<file path="src/rtl/alu_arbiter.sv">
// rtl/alu_arbiter.sv - round-robin arbiter sharing one external 8-bit ALU between two requesters
module alu_arbiter #(
  parameter int DATA_W = 8,
  parameter int SEL_W  = 4
) (
  input  logic              clk,
  input  logic              rst,
  input  logic              r0_valid,
  output logic              r0_ready,
  input  logic [DATA_W-1:0] r0_a,
  input  logic [DATA_W-1:0] r0_b,
  input  logic [SEL_W-1:0]  r0_sel,
  input  logic              r1_valid,
  output logic              r1_ready,
  input  logic [DATA_W-1:0] r1_a,
  input  logic [DATA_W-1:0] r1_b,
  input  logic [SEL_W-1:0]  r1_sel,
  output logic [1:0]        rsp_valid,
  input  logic [1:0]        rsp_ready,
  output logic [DATA_W-1:0] rsp_data,
  output logic              rsp_carry,
  output logic              rsp_err,
  output logic [DATA_W-1:0] alu_a,
  output logic [DATA_W-1:0] alu_b,
  output logic [SEL_W-1:0]  alu_sel,
  input  logic [DATA_W-1:0] alu_out,
  input  logic              alu_carry,
  output logic              busy
);

  localparam logic [SEL_W-1:0] OP_ADD = SEL_W'(0);
  localparam logic [SEL_W-1:0] OP_DIV = SEL_W'(3);

  typedef enum logic [1:0] {IDLE, EXEC, RESP} state_t;

  state_t             state, state_nxt;
  logic               last_grant;
  logic               owner;
  logic [DATA_W-1:0]  a_q, b_q, data_q;
  logic [SEL_W-1:0]   sel_q;
  logic               carry_q, err_q;
  logic               grant_vld, grant_id, accept, rsp_hs, div_zero;

  // With both pending, the requester that did not win last time goes first.
  always_comb begin
    grant_vld = r0_valid | r1_valid;
    grant_id  = (r0_valid && r1_valid) ? ~last_grant : r1_valid;
    accept    = (state == IDLE) && grant_vld;
    rsp_hs    = (state == RESP) && rsp_ready[owner];
    div_zero  = (sel_q == OP_DIV) && (b_q == '0);
  end

  always_ff @(posedge clk) begin
    if (rst) state <= IDLE;
    else     state <= state_nxt;
  end

  always_comb begin
    state_nxt = state;
    case (state)
      IDLE:    if (accept) state_nxt = EXEC;
      EXEC:    state_nxt = RESP;
      RESP:    if (rsp_hs) state_nxt = IDLE;
      default: state_nxt = IDLE;
    endcase
  end

  always_comb begin
    r0_ready  = accept && !grant_id;
    r1_ready  = accept && grant_id;
    busy      = (state != IDLE);
    rsp_valid = 2'b00;
    if (state == RESP) rsp_valid = owner ? 2'b10 : 2'b01;
  end

  always_ff @(posedge clk) begin
    if (rst) begin
      last_grant <= 1'b1;
      owner      <= 1'b0;
      a_q        <= '0;
      b_q        <= '0;
      sel_q      <= '0;
      data_q     <= '0;
      carry_q    <= 1'b0;
      err_q      <= 1'b0;
    end else begin
      if (accept) begin
        owner <= grant_id;
        a_q   <= grant_id ? r1_a   : r0_a;
        b_q   <= grant_id ? r1_b   : r0_b;
        sel_q <= grant_id ? r1_sel : r0_sel;
      end
      // Divide-by-zero overrides whatever the ALU returns.
      if (state == EXEC) begin
        data_q  <= div_zero ? {DATA_W{1'b1}} : alu_out;
        err_q   <= div_zero;
        carry_q <= (sel_q == OP_ADD) ? alu_carry : 1'b0;
      end
      if (rsp_hs) last_grant <= owner;
    end
  end

  assign alu_a     = a_q;
  assign alu_b     = b_q;
  assign alu_sel   = sel_q;
  assign rsp_data  = data_q;
  assign rsp_carry = carry_q;
  assign rsp_err   = err_q;

endmodule

</file>
<file path="config.mk">
export PLATFORM = sky130hd
export DESIGN_NAME = alu_arbiter
export DESIGN_NICKNAME = d
export VERILOG_FILES = /design/src/rtl/alu_arbiter.sv
export SDC_FILE = /design/constraint.sdc
export NUM_CORES = 1
export LEC_CHECK = 0
export ABC_AREA = 1
export CORE_ASPECT_RATIO = 0.7
export CORE_MARGIN = 3
export CORE_UTILIZATION = 42
export CTS_BUF_LIST = sky130_fd_sc_hd__clkbuf_4 sky130_fd_sc_hd__clkbuf_8 sky130_fd_sc_hd__clkbuf_16
export CTS_CLUSTER_DIAMETER = 150
export DETAILED_ROUTE_END_ITERATION = 7
export PLACE_DENSITY = 0.85
export SLEW_MARGIN = 5
export SYNTH_ARGS = -nofsm -noshare
export SYNTH_HDL_FRONTEND = slang
export SYNTH_SLANG_ARGS = --single-unit
</file>
<file path="constraint.sdc">
create_clock -name clk -period 3.2 [get_ports clk]
set_clock_uncertainty 0.1 [all_clocks]
set_input_delay 0.8 -clock clk [delete_from_list [all_inputs] [get_ports clk]]
set_output_delay 0.8 -clock clk [all_outputs]
set_load 0.02 [all_outputs]
</file>
# Word level (Yosys, flattened, before mapping)
# Cells that the tools add are included.
# word_totals
regBits	34
inputBits	55
output_inout_bits	35
word_cells	42
# op_classes
order_cmp	1
eq_ne	5
muxes	13
n_bitwise	2
n_reduce_logical	12
# op_table
op	count
$mux 8	3
$logic_not 8->1	1
$mux 2	4
$logic_and 1x1->1	6
$pmux 2 s3	1
$eq 4x2->1 const B	1
$logic_not 4->1	1
$mux 1	4
$mux 4	1
$ne 2x2->1 const B	2
$eq 2x1->1 const B	1
$eq 2x2->1 const B	1
$logic_not 2->1	1
$lt 1x2->1 const B	1
$reduce_and 2->1	1
$reduce_bool 2->1	1
$logic_not 1->1	1
$not 1->1	1
$or 1x1->1	1

# Depth between registers and ports, before layout
# logic_depth
ltp_word	5
ltp_mapped	8
depth_no_buf	7

# Worst setup path after synthesis
# No wires, ideal clock.
# synth_path
kind	input to output
startpoint	input r1_valid
endpoint	output r0_ready
arrival_time_ns	1.497
required_ns	2.300
path_slack_ns	0.803
cell_stages	5
path_buffers	1
path_cell_list	nor2_1 -> nor2_4 -> inv_4 -> buf_12 -> nor2_1
# synth_between
elab_chain_cells	4
elab_cells_between_ends	6
# synth_rtl
element	line	text
from (decl)	13	input logic r1_valid,
$logic_and 1x1->1	47	grant_id = (r0_valid && r1_valid) ? ~last_grant : r1_valid;
$mux 1	47	
$logic_not 1->1	69	r0_ready = accept && !grant_id;
$logic_and 1x1->1 (*)	69	
to (decl)	9	output logic r0_ready,
# Every way passes the cells marked *; elsewhere a longest branch is shown, timed or not.

# Worst setup path in the final report
# layout_path
startpoint	input r1_valid
endpoint	output r1_ready
# layout_between
elab_chain_cells	3
elab_cells_between_ends	5
# layout_rtl
element	line	text
$or 1x1->1 or $logic_and 1x1->1 (tied branches)	46, 47	
$logic_and 1x1->1 or $mux 1 (tied branches)	48, 47	
$logic_and 1x1->1 (*)	70	r1_ready = accept && grant_id;
to (decl)	14	output logic r1_ready,
# Marks and branches as above.

==> flow_summary.yaml <==
outcome:
  status: "finished clean"
power:
  p_int_mw: 0.967
  p_leak_nw: 1.19
  clkPwrFrac: 0.349
  swShare: 0.288
  finalPower_mw: 1.36
  seqPwrFrac: 0.364
  ir_worst_vdd_uv: 296
  comb_power_share: 0.288
  power.density_mw_per_mm2: 490
  p_switching_mw: 0.391
synthesis:
  ys_types: 21
  syn_area_sq_mm: 0.00172
  avgSynthCellArea_sq_um: 7.08
  seq_area_frac_synth: 0.396
  yosys_warnings: 0
  synth_seq_cells: 34
  synth_fp_nets: 298
  synthCells: 243
clock_network:
  cts_htree_levels: 2
  clk_pin_slew_ns: 0.07
  root_buffer: "clkbuf_8"
  cts_sinks: 34
  post_cts_buffers: 0
  cts_tree: "done"
  cts_buffer_depth: 2
  clock_latency_ns: 0.28
  cts_buffers: 5
global_routing:
  grt_max_degree: 22
  grt_pass1_vias: 1744
  gr-total-overflow: 0
  grt_use_total: 0.206
  grt_pass1_wl_microns: 7690
  antenna_found_initial: 0
sta:
  fin_crit_ns: 3.09
  rsz0062_at_grt: "false"
  fin_tns_setup_ns: 0
  fin_crit_sh: 0.965
  fmax_ghz: 0.324
  relSlewSlack: 0.630
  finalHoldViolCount: 0
  worstMarginPinSlew_ns: 0.553
  final_max_slew_viol_count: 0
  fin_ws_ns: 0.113
  finalSetupViolCount: 0
placement:
  dpl_worst_slack_ns: 0.0409
  dp.final_hpwl_microns: 3780
  portBuffers: 89
  gp_congestion: 0.715
floorplanning:
  dieWidth_microns: 82.5
  dieArea_sq_mm: 0.00491
  row_count: 18
  die_y_microns: 59.5
  core_area_sq_mm: 0.00372
  ios: 90
  start_util: 0.463
worst_setup_path:
  cp-end-kind: "output port"
  timing.rr.end: "alu_a[5]$_SDFFE_PP0P_"
  worstPathArrival_ns: 2.19
  crit_fanout: 4
  setup.worst_path.start_class: "input port"
  reg2reg_from: "state[1]$_SDFFE_PP0P_"
  crit_type: "input port to output port"
  reg2reg_depth: 7
  crit_required_ns: 2.30
  r2r_slack_ns: 1.82
hold_path:
  worstHoldPathType: "flip-flop to flip-flop"
  worstHoldStart: "alu_a[5]$_SDFFE_PP0P_"
  min_to: "alu_a[5]$_SDFFE_PP0P_"
  min_path_cells: 2
routing:
  dr_total_vias: 1837
  wire_per_inst_microns: 12.7
  via_per_inst: 4.76
  post-route-drc-count: 0
  drt_iter0_markers: 73
  wl_microns: 4890
  ant_nets: 0
  firstDrtPassIters: 4
layout:
  fillerInstances: 318
  layout_common_cells: "nand2_1, clkdlybuf4s50_1, dfxtp_1"
  syn_to_final_growth_pct: 61.1
  fin_nets: 390
  drive_gt1_frac: 0.173
  antenna_cells: 0
  final_common_cell: "nand2_1"
flow_run:
  maxCapViolCount: 0
sequential cells by signal (all words and copies together), names as in the netlist:
register,cells
rsp_carry,1
alu_b,8
alu_a,8
rsp_data,8
rsp_err,1
state,2
owner,1
last_grant,1
alu_sel,4
per-layer routing:
layer	vias to the layer above	global-route usage	wire, microns
met4	0	0.0280	13
met5	-	0	0
met3	2	0.0790	402
met2	59	0.354	2290
li1	941	-	-
met1	835	0.252	2180
how the worst max path moves through the flow:
stage | start | endpoint | slack (ns)
finish | r1_valid | r1_ready | 0.11
global route | r0_valid | r1_ready | 0.04
CTS | r0_valid | r0_ready | 0.03
detailed placement | r0_valid | r0_ready | 0.04
global placement | r0_valid | r0_ready | 0.11
floorplan | r1_valid | r0_ready | 0.80
synth_stat cells:
| cell type | instances | area (sq um) |
|---|---|---|
| o21ai_0 | 8 | 40.0 |
| a21oi_1 | 10 | 50.1 |
| buf_4 | 3 | 22.5 |
| a21oi_2 | 18 | 158 |
| nor2_1 | 25 | 93.8 |
| buf_12 | 2 | 40.0 |
| nor2_4 | 2 | 22.5 |
| dfxtp_1 | 34 | 681 |
| nand2_2 | 18 | 113 |
| nand2_4 | 1 | 11.3 |
| nor3_1 | 1 | 5.00 |
| inv_4 | 1 | 6.26 |
| buf_2 | 5 | 25.0 |
| o21a_1 | 1 | 7.51 |
| inv_2 | 2 | 7.51 |
| clkbuf_1 | 1 | 3.75 |
| buf_6 | 1 | 11.3 |
| nand2_1 | 93 | 349 |
| o211ai_1 | 1 | 7.51 |
| inv_1 | 11 | 41.3 |
| nand3_1 | 5 | 25.0 |
what timing repair did:
| item | in CTS | in global routing |
|---|---|---|
| hold buffers | 0 | 0 |
| gates resized for setup | 0 | 1 |
| endpoints found under the setup margin | 0 | 1 |
critical path, stage by stage:
cell and delay [ns]:
clkdlybuf4s50_1 0.50, nand2_1 0.13, nor2_1 0.14, clkdlybuf4s50_1 0.62
power groups by stage:
stage	Sequential (mW)	Combinational [mW]	Clock [mW]
floorplan	0.543	0.182	0
global placement	0.501	0.387	0
detailed placement	0.502	0.393	0
CTS	0.493	0.395	0.484
global route	0.498	0.425	0.501
finish	0.494	0.391	0.473
cells by family after synthesis:
logic type	share of synthesized area
AOI/OAI and AO/OA	0.153
buffers and inverters	0.0916
DFF	0.396
and+or+nand+nor	0.360
final cells by class:
| type | instances | area, sq um | share of cell area |
|---|---|---|---|
| timing repair buffer | 97 | 953 | 0.344 |
| tap | 50 | 62.6 | 0.0226 |
| clock buffer | 5 | 68.8 | 0.0248 |
| sequential | 34 | 681 | 0.246 |
| multi-input combinational | 183 | 882 | 0.318 |
| inverter | 14 | 55.1 | 0.0199 |
| clock inverter | 3 | 68.8 | 0.0248 |
metrics by stage:
stage | utilization | hold WS [ns] | cell area, sq um | instances
finish | 0.746 | 0.369 | 2770 | 386
detailed placement | 0.708 | 0.363 | 2630 | 378
global route | 0.746 | 0.391 | 2770 | 386
global placement | 0.708 | 0.353 | 2630 | 378
CTS | 0.745 | 0.373 | 2770 | 386
floorplan | - | 0.368 | 1720 | 243
Power figures use the tool's default switching activity.
